$ cat src/rtl/axi_rd_arbiter_if.sv
// Read-channel bundle between two requesting masters, the arbiter and one
// AXI4-Lite memory slave (AR + R channels only).
//   m_*  : per-master side. Bit i of a 2-bit vector belongs to master i, and
//          master i's address sits at m_araddr[i*AW +: AW]. m_rdata and
//          m_rresp are broadcast to both masters.
//   s_*  : shared slave side.
// Modports:
//   arb    : the arbiter itself
//   master : the requesting masters (drive AR, accept R)
//   slave  : the memory slave (accepts AR, drives R)
interface axi_rd_arbiter_if #(
    parameter int AW = 32,
    parameter int DW = 32
);
    logic [1:0]      m_arvalid;
    logic [1:0]      m_arready;
    logic [2*AW-1:0] m_araddr;
    logic [1:0]      m_rvalid;
    logic [1:0]      m_rready;
    logic [DW-1:0]   m_rdata;
    logic [1:0]      m_rresp;

    logic            s_arvalid;
    logic            s_arready;
    logic [AW-1:0]   s_araddr;
    logic            s_rvalid;
    logic            s_rready;
    logic [DW-1:0]   s_rdata;
    logic [1:0]      s_rresp;

    modport arb (
        input  m_arvalid, m_araddr, m_rready,
        input  s_arready, s_rvalid, s_rdata, s_rresp,
        output m_arready, m_rvalid, m_rdata, m_rresp,
        output s_arvalid, s_araddr, s_rready
    );

    modport master (
        output m_arvalid, m_araddr, m_rready,
        input  m_arready, m_rvalid, m_rdata, m_rresp
    );

    modport slave (
        input  s_arvalid, s_araddr, s_rready,
        output s_arready, s_rvalid, s_rdata, s_rresp
    );
endinterface

$ cat src/rtl/axi_rd_arbiter.sv
// Two-master AXI4-Lite read arbiter sharing one slave read port.
// Master 0 is instruction fetch, master 1 is the load port. One read is in
// flight at a time; on contention the masters alternate round-robin, and a
// lone requester is always granted.
// Ports:
//   clk   : clock, all logic on posedge
//   rst   : synchronous reset, active low
//   bus   : read-channel bundle (arbiter modport)
//   grant : index of the owning / last-granted master
//   busy  : high whenever a transaction is being handled (state != IDLE)
module axi_rd_arbiter #(
    parameter int AW = 32,
    parameter int DW = 32
) (
    input  logic                clk,
    input  logic                rst,
    axi_rd_arbiter_if.arb       bus,
    output logic                grant,
    output logic                busy
);

    typedef enum logic [1:0] {
        S_IDLE = 2'd0,
        S_ADDR = 2'd1,
        S_DATA = 2'd2
    } state_t;

    state_t        state_q, state_d;
    logic          last_q,  last_d;   // master served by the last completed read
    logic          grant_q, grant_d;
    logic [AW-1:0] addr_q,  addr_d;
    logic          sel;

    // On contention hand the slot to whoever was not served last;
    // otherwise the single requester wins.
    assign sel = (&bus.m_arvalid) ? ~last_q : bus.m_arvalid[1];

    always_ff @(posedge clk) begin
        if (!rst) begin
            state_q <= S_IDLE;
            last_q  <= 1'b1;
            grant_q <= 1'b0;
            addr_q  <= '0;
        end else begin
            state_q <= state_d;
            last_q  <= last_d;
            grant_q <= grant_d;
            addr_q  <= addr_d;
        end
    end

    always_comb begin
        state_d       = state_q;
        last_d        = last_q;
        grant_d       = grant_q;
        addr_d        = addr_q;
        bus.m_arready = 2'b00;
        bus.m_rvalid  = 2'b00;
        bus.s_arvalid = 1'b0;
        bus.s_rready  = 1'b0;

        case (state_q)
            S_IDLE: begin
                if (|bus.m_arvalid) begin
                    bus.m_arready[sel] = 1'b1;
                    addr_d  = sel ? bus.m_araddr[2*AW-1:AW] : bus.m_araddr[AW-1:0];
                    grant_d = sel;
                    state_d = S_ADDR;
                end
            end
            S_ADDR: begin
                bus.s_arvalid = 1'b1;
                if (bus.s_arready) begin
                    state_d = S_DATA;
                end
            end
            S_DATA: begin
                // Only the owner is connected to the R handshake; the other
                // master never sees rvalid and its rready is ignored.
                bus.m_rvalid[grant_q] = bus.s_rvalid;
                bus.s_rready          = bus.m_rready[grant_q];
                if (bus.s_rvalid && bus.m_rready[grant_q]) begin
                    last_d  = grant_q;
                    state_d = S_IDLE;
                end
            end
            default: begin
                state_d = S_IDLE;
            end
        endcase
    end

    // Address comes straight from the register so it is stable for the
    // whole ADDR phase regardless of what the master does afterwards.
    assign bus.s_araddr = addr_q;
    assign bus.m_rdata  = bus.s_rdata;
    assign bus.m_rresp  = bus.s_rresp;
    assign grant        = grant_q;
    assign busy         = (state_q != S_IDLE);

endmodule

$ cat src/flat_wrapper.sv
// flat-port wrapper written by rule: the top's interface ports become plain ports
module axi_rd_arbiter_flat 
#(
    parameter int AW = 32,
    parameter int DW = 32
)
  (clk, rst, grant, busy, bus_m_arvalid, bus_m_araddr, bus_m_rready, bus_s_arready, bus_s_rvalid, bus_s_rdata, bus_s_rresp, bus_m_arready, bus_m_rvalid, bus_m_rdata, bus_m_rresp, bus_s_arvalid, bus_s_araddr, bus_s_rready);
  axi_rd_arbiter_if #(.AW(AW), .DW(DW)) bus_i ();
  input  logic clk;
  input  logic rst;
  output logic grant;
  output logic busy;
  input wire logic [$bits(bus_i.m_arvalid)-1:0] bus_m_arvalid;
  input wire logic [$bits(bus_i.m_araddr)-1:0] bus_m_araddr;
  input wire logic [$bits(bus_i.m_rready)-1:0] bus_m_rready;
  input wire logic [$bits(bus_i.s_arready)-1:0] bus_s_arready;
  input wire logic [$bits(bus_i.s_rvalid)-1:0] bus_s_rvalid;
  input wire logic [$bits(bus_i.s_rdata)-1:0] bus_s_rdata;
  input wire logic [$bits(bus_i.s_rresp)-1:0] bus_s_rresp;
  output wire logic [$bits(bus_i.m_arready)-1:0] bus_m_arready;
  output wire logic [$bits(bus_i.m_rvalid)-1:0] bus_m_rvalid;
  output wire logic [$bits(bus_i.m_rdata)-1:0] bus_m_rdata;
  output wire logic [$bits(bus_i.m_rresp)-1:0] bus_m_rresp;
  output wire logic [$bits(bus_i.s_arvalid)-1:0] bus_s_arvalid;
  output wire logic [$bits(bus_i.s_araddr)-1:0] bus_s_araddr;
  output wire logic [$bits(bus_i.s_rready)-1:0] bus_s_rready;
  assign bus_i.m_arvalid = bus_m_arvalid;
  assign bus_i.m_araddr = bus_m_araddr;
  assign bus_i.m_rready = bus_m_rready;
  assign bus_i.s_arready = bus_s_arready;
  assign bus_i.s_rvalid = bus_s_rvalid;
  assign bus_i.s_rdata = bus_s_rdata;
  assign bus_i.s_rresp = bus_s_rresp;
  assign bus_m_arready = bus_i.m_arready;
  assign bus_m_rvalid = bus_i.m_rvalid;
  assign bus_m_rdata = bus_i.m_rdata;
  assign bus_m_rresp = bus_i.m_rresp;
  assign bus_s_arvalid = bus_i.s_arvalid;
  assign bus_s_araddr = bus_i.s_araddr;
  assign bus_s_rready = bus_i.s_rready;
  axi_rd_arbiter #(.AW(AW), .DW(DW)) u_core (.clk(clk), .rst(rst), .bus(bus_i), .grant(grant), .busy(busy));
endmodule
$ cat config.mk
export PLATFORM = sky130hd
export DESIGN_NAME = axi_rd_arbiter_flat
export DESIGN_NICKNAME = d
export VERILOG_FILES = /design/src/rtl/axi_rd_arbiter_if.sv /design/src/rtl/axi_rd_arbiter.sv /design/src/flat_wrapper.sv
export SDC_FILE = /design/constraint.sdc
export NUM_CORES = 1
export LEC_CHECK = 0
export ABC_CLOCK_PERIOD_IN_PS = 1600
export BUFFER_PORTS_ARGS = -buffer_cell sky130_fd_sc_hd__buf_2
export CAP_MARGIN = 15
export CORE_MARGIN = 3
export CORE_UTILIZATION = 39
export CTS_BUF_LIST = sky130_fd_sc_hd__clkbuf_2
export CTS_CLUSTER_SIZE = 14
export DETAILED_ROUTE_END_ITERATION = 16
export PLACE_DENSITY = 0.83
export SYNTH_ARGS = -nofsm -noshare
export SYNTH_HDL_FRONTEND = slang
export SYNTH_SLANG_ARGS = --single-unit
$ cat constraint.sdc
create_clock -name clk -period 1.6 [get_ports clk]
set_input_delay 0.16 -clock clk [delete_from_list [all_inputs] [get_ports clk]]
set_output_delay 0.16 -clock clk [all_outputs]
set_load 0.02 [all_outputs]
After elaboration in Yosys (flattened, before gate mapping)

Index checks and enable logic that the tools add are counted.

Order comparisons: 4
Eq/ne operators: 5
Muxes and demuxes: 17
Bitwise operators: 2
Reduce and logical (&&, ||, !) cells: 10

Operators with widths:

| cell                 | count |
|---|---|
| $mux W32             | 1 |
| $mux W2              | 6 |
| $mux W1              | 7 |
| $pmux W2 S3          | 1 |
| $reduce_and A2 Y1    | 3 |
| $lt A1 B2 Y1 const B | 2 |
| $ne A2 B1 Y1 const B | 2 |
| $logic_and A1 B1 Y1  | 3 |
| $reduce_and A3 Y1    | 1 |
| $and A2 B2 Y2        | 1 |
| $demux W1 S1         | 2 |
| $eq A2 B1 Y1 const B | 1 |
| $eq A2 B2 Y1 const B | 1 |
| $ge A1 B1 Y1 const B | 2 |
| $logic_not A2 Y1     | 1 |
| $ne A2 B2 Y1 const B | 1 |
| $reduce_bool A2 Y1   | 1 |
| $reduce_or A2 Y1     | 1 |
| $not A1 Y1           | 1 |

Flip-flop bits (word level): 36
Input port bits: 106
Output and inout port bits: 74
Logic and storage cells: 42

Longest topological paths before layout

Word-level depth: 8
Depth in mapped cells: 5
Depth with buffers taken out: 4

Worst setup path after synthesis

OpenSTA, ideal clock, no wires.

Kind: reg2out
Start point: register u_core.state_q[0]
End point: output bus_m_arready[0]
Data arrival time: 1.369 ns
Required time: 1.440 ns
Path slack: 0.071 ns
Stages on the path, launching flop included: 5
Cells stage by stage: dfxtp_1 > nor2_2 > inv_2 > clkbuf_1 > nor3_1

Word-level cells in the longest chain between the ends: 2

RTL lines:

| what                     | RTL line             | RTL |
|---|---|---|
| start: declaration       | axi_rd_arbiter.sv:28 | `state_t state_q, state_d;` |
| start signal: assignment | axi_rd_arbiter.sv:45 | `state_q <= state_d;` |
| $logic_not A2 Y1         | axi_rd_arbiter.sv:62 | `case (state_q)` |
| $mux W2                  | axi_rd_arbiter.sv:62 |  |
| end: declaration         | flat_wrapper.sv:20   | `output wire logic [$bits(bus_i.m_arready)-1:0] bus_m_arready;` |

No other way between the ends.

Worst setup path in the final report

Start point: register u_core.state_q[1]
End point: output bus_m_arready[0]

Same word-level chain as after synthesis.

==> reports/qor.yml <==
timing:
  post-route-min-period_ps: 1550
  drv_slew: 0
  rsz0062_at_grt: "true"
  tns_ps: 0
  post-route-period-util_pct: 96.8
  worst_slack_ps: 51.9
  timing.fmax_mhz: 646
  fin_worst_skew_ps: 20.9
  slew_headroom_pct: 71.3
  setup-violations-final: 0
  hold_viol: 0
  worst_pin_slew_ps: 430
yosys:
  ys_ff_latch: 36
  synth_cell_type_count: 30
  postSynthAreaPerCell_sq_um: 8.09
  syn_nets: 355
  synth_edf_count: 0
  yosys_most_used_dff: "dfxtp_1"
  async_reset_ff_share_pct: 0
  postSynthCellCount: 249
  netlist_top_cells_area: "dfxtp_1, buf_4, a31oi_1"
  seq_area_frac_synth_pct: 35.8
  synth.largest_area_cell: "dfxtp_1"
  synth_warnings: 0
  syn_area_sq_mm: 0.00201
  yosys.area.top_type_share_pct: 35.8
worst_setup_path:
  crit_path_max_fanout: 9
  crit_required_ps: 1440
  timing.rr.end: "u_core.bus.s_araddr[12]$_SDFFE_PN0P_"
  worstPathArrival_ps: 1390
  crit_path_start_kind: "flip-flop"
  r2r_slack_ps: 210
  reg2reg_depth: 5
  cp-end-kind: "output port"
  timing.rr.start: "u_core.last_q$_SDFFE_PN1P_"
  cpPeakStageDelay_ps: 400
  critical_path_buf_inv_count: 2
  cp_cell_sequence: "nor2_4 > inv_4 > nor3_4 > buf_6"
  critPathKind: "flip-flop to output port"
  cpMaxStageDelayCell: "dfxtp_4"
  path_delay_family: "flip-flops"
die:
  core_region_area_sq_mm: 0.00485
  initial_core_util_pct: 41.5
  die_y_um: 77.8
  fp.dieW_um: 77.8
  die_area_sq_mm: 0.00606
  rows: 25
  pin_count: 180
routing:
  drt_iter0_markers: 149
  drc_errors: 0
  wirelength_um: 6510
  dr.pass1.iters: 5
  vias_per_cell: 5.50
  ant_nets: 0
  vias: 2316
  wl_per_cell_um: 15.5
cts:
  cts_buffer_depth: 2
  cts_buffers: 5
  cts.sinks: 36
  clock_latency_ps: 400
  h-tree-depth: 2
  root_buffer: "clkbuf_2"
  cts_tree: "yes"
  clk_pin_slew_ps: 190
layout:
  final_common_cell: "buf_2"
  drive_gt1_share_pct: 41.5
  final_cell_mix: "buf_2, dfxtp_1, dlygate4sd3_1"
  area_delta_synth_final_pct: 37.8
  utilization_pct: 57.2
  antenna-diode-count: 0
  final_nets: 459
global_route:
  grt-ovfl-total: 0
  grt_pass1_vias: 2113
  grt_pass1_wl_um: 9630
  track_usage_pct: 19.8
  grt_max_degree: 31
  antenna_found_initial: 0
power_and_ir_drop:
  power_per_cell_area_mw_per_mm2: 792
  irDropWorstVdd_v: 0.000331
  p_leak_uw: 0.00124
min_path:
  holdPathStages: 3
  hp-class: "primary input to flip-flop"
  min-delay-start: "bus_m_araddr[20]"
  min_to: "u_core.bus.s_araddr[20]$_SDFFE_PN0P_"
placed_design:
  dp_hpwl_um: 4360
  gp_congestion: 0.785
  dp_slack_ps: 322
  portBuffers: 111
status:
  outcome: "finished clean"
run:
  cap_violations: 0
[synthesized netlist by cell type, drive strengths merged, types with 2 or more instances]
cell type and n:
nand3 27, o21ai 28, a211oi 5, nand2b 2
clkbuf 10, a31oi 27, nand2 3, buf 49
mux2i 6, nand4 27, a21oi 7, nor2 6
dfxtp 36, inv 5, nor2b 2, o21a 2
[worst min-delay path: stages]
cell,delay (ps)
buf_2,100
nand4_1,60
a31oi_1,70
[routing by layer]
layer	vias up	track usage (%)	wire [um]
li1	1096	-	-
met1	1070	23.2	2520
met2	122	32.7	3230
met3	28	6.50	584
met4	0	8.72	171
met5	-	0	0
[sequential cells by signal, summed over array words and instances, names as in the netlist]
signal,flops
u_core.bus.s_araddr,32
u_core.state_q,2
u_core.grant,1
u_core.last_q,1
[where the power goes]
part | switching, uW | internal (uW) | leakage, uW | total, uW
clock network | 297 | 117 | 0.0000306 | 414
logic | 432 | 323 | 0.000910 | 756
registers | 49.1 | 980 | 0.000298 | 1030
[stage by stage]
stage / hold WS [ps] / std cells / power (uW) / cell area (sq um)
after floorplan: 241 / 249 / 1570 / 2010
after global routing: -16.5 / 421 / 2330 / 2780
after CTS: 0.557 / 405 / 2170 / 2600
final: 13.4 / 421 / 2200 / 2780
after global placement: 320 / 381 / 1710 / 2400
after detailed placement: 320 / 381 / 1720 / 2400
[logic make-up after synthesis]
group | Yosys count | share of synthesized area (%)
buf+inv | 64 | 19.5
compound gates | 72 | 21.9
simple gates | 71 | 19.8
flops | 36 | 35.8
mux | 6 | 2.98
[worst max path at each step]
| stage | startpoint | slack [ps] | end | cells after the start |
|---|---|---|---|---|
| after floorplan | u_core.state_q[0]$_SDFFE_PN0P_ | 70 | bus_m_arready[0] | 4 |
| after global placement | u_core.state_q[0]$_SDFFE_PN0P_ | 370 | bus_m_arready[0] | 4 |
| after detailed placement | u_core.last_q$_SDFFE_PN1P_ | 320 | u_core.bus.s_araddr[13]$_SDFFE_PN0P_ | 4 |
| after CTS | u_core.state_q[0]$_SDFFE_PN0P_ | 20 | bus_m_arready[0] | 4 |
| after global routing | u_core.state_q[1]$_SDFFE_PN0P_ | -50 | bus_m_arready[0] | 4 |
| final | u_core.state_q[1]$_SDFFE_PN0P_ | 50 | bus_m_arready[0] | 4 |
[timing repair]
action | 4_1_cts | 5_1_grt
hold buffers | 15 | 13
pin swaps | 2 | 2
gates resized for setup | 4 | 7
hold endpoints to repair | 16 | 11
setup buffers | 1 | 3
gates cloned | 0 | 0
setup endpoints to repair | 2 | 3
[area by class of cell]
| type | instances | area [sq um] |
|---|---|---|
| Inverter | 5 | 21.3 |
| Fill cell | 432 | 2070 |
| Clock buffer | 7 | 35.0 |
| Multi-Input combinational cell | 149 | 918 |
| Timing Repair Buffer | 156 | 982 |
| Sequential cell | 36 | 731 |
| Clock inverter | 1 | 3.75 |
| Tap cell | 67 | 83.8 |
Note: power is estimated with default switching activity, not from simulation.
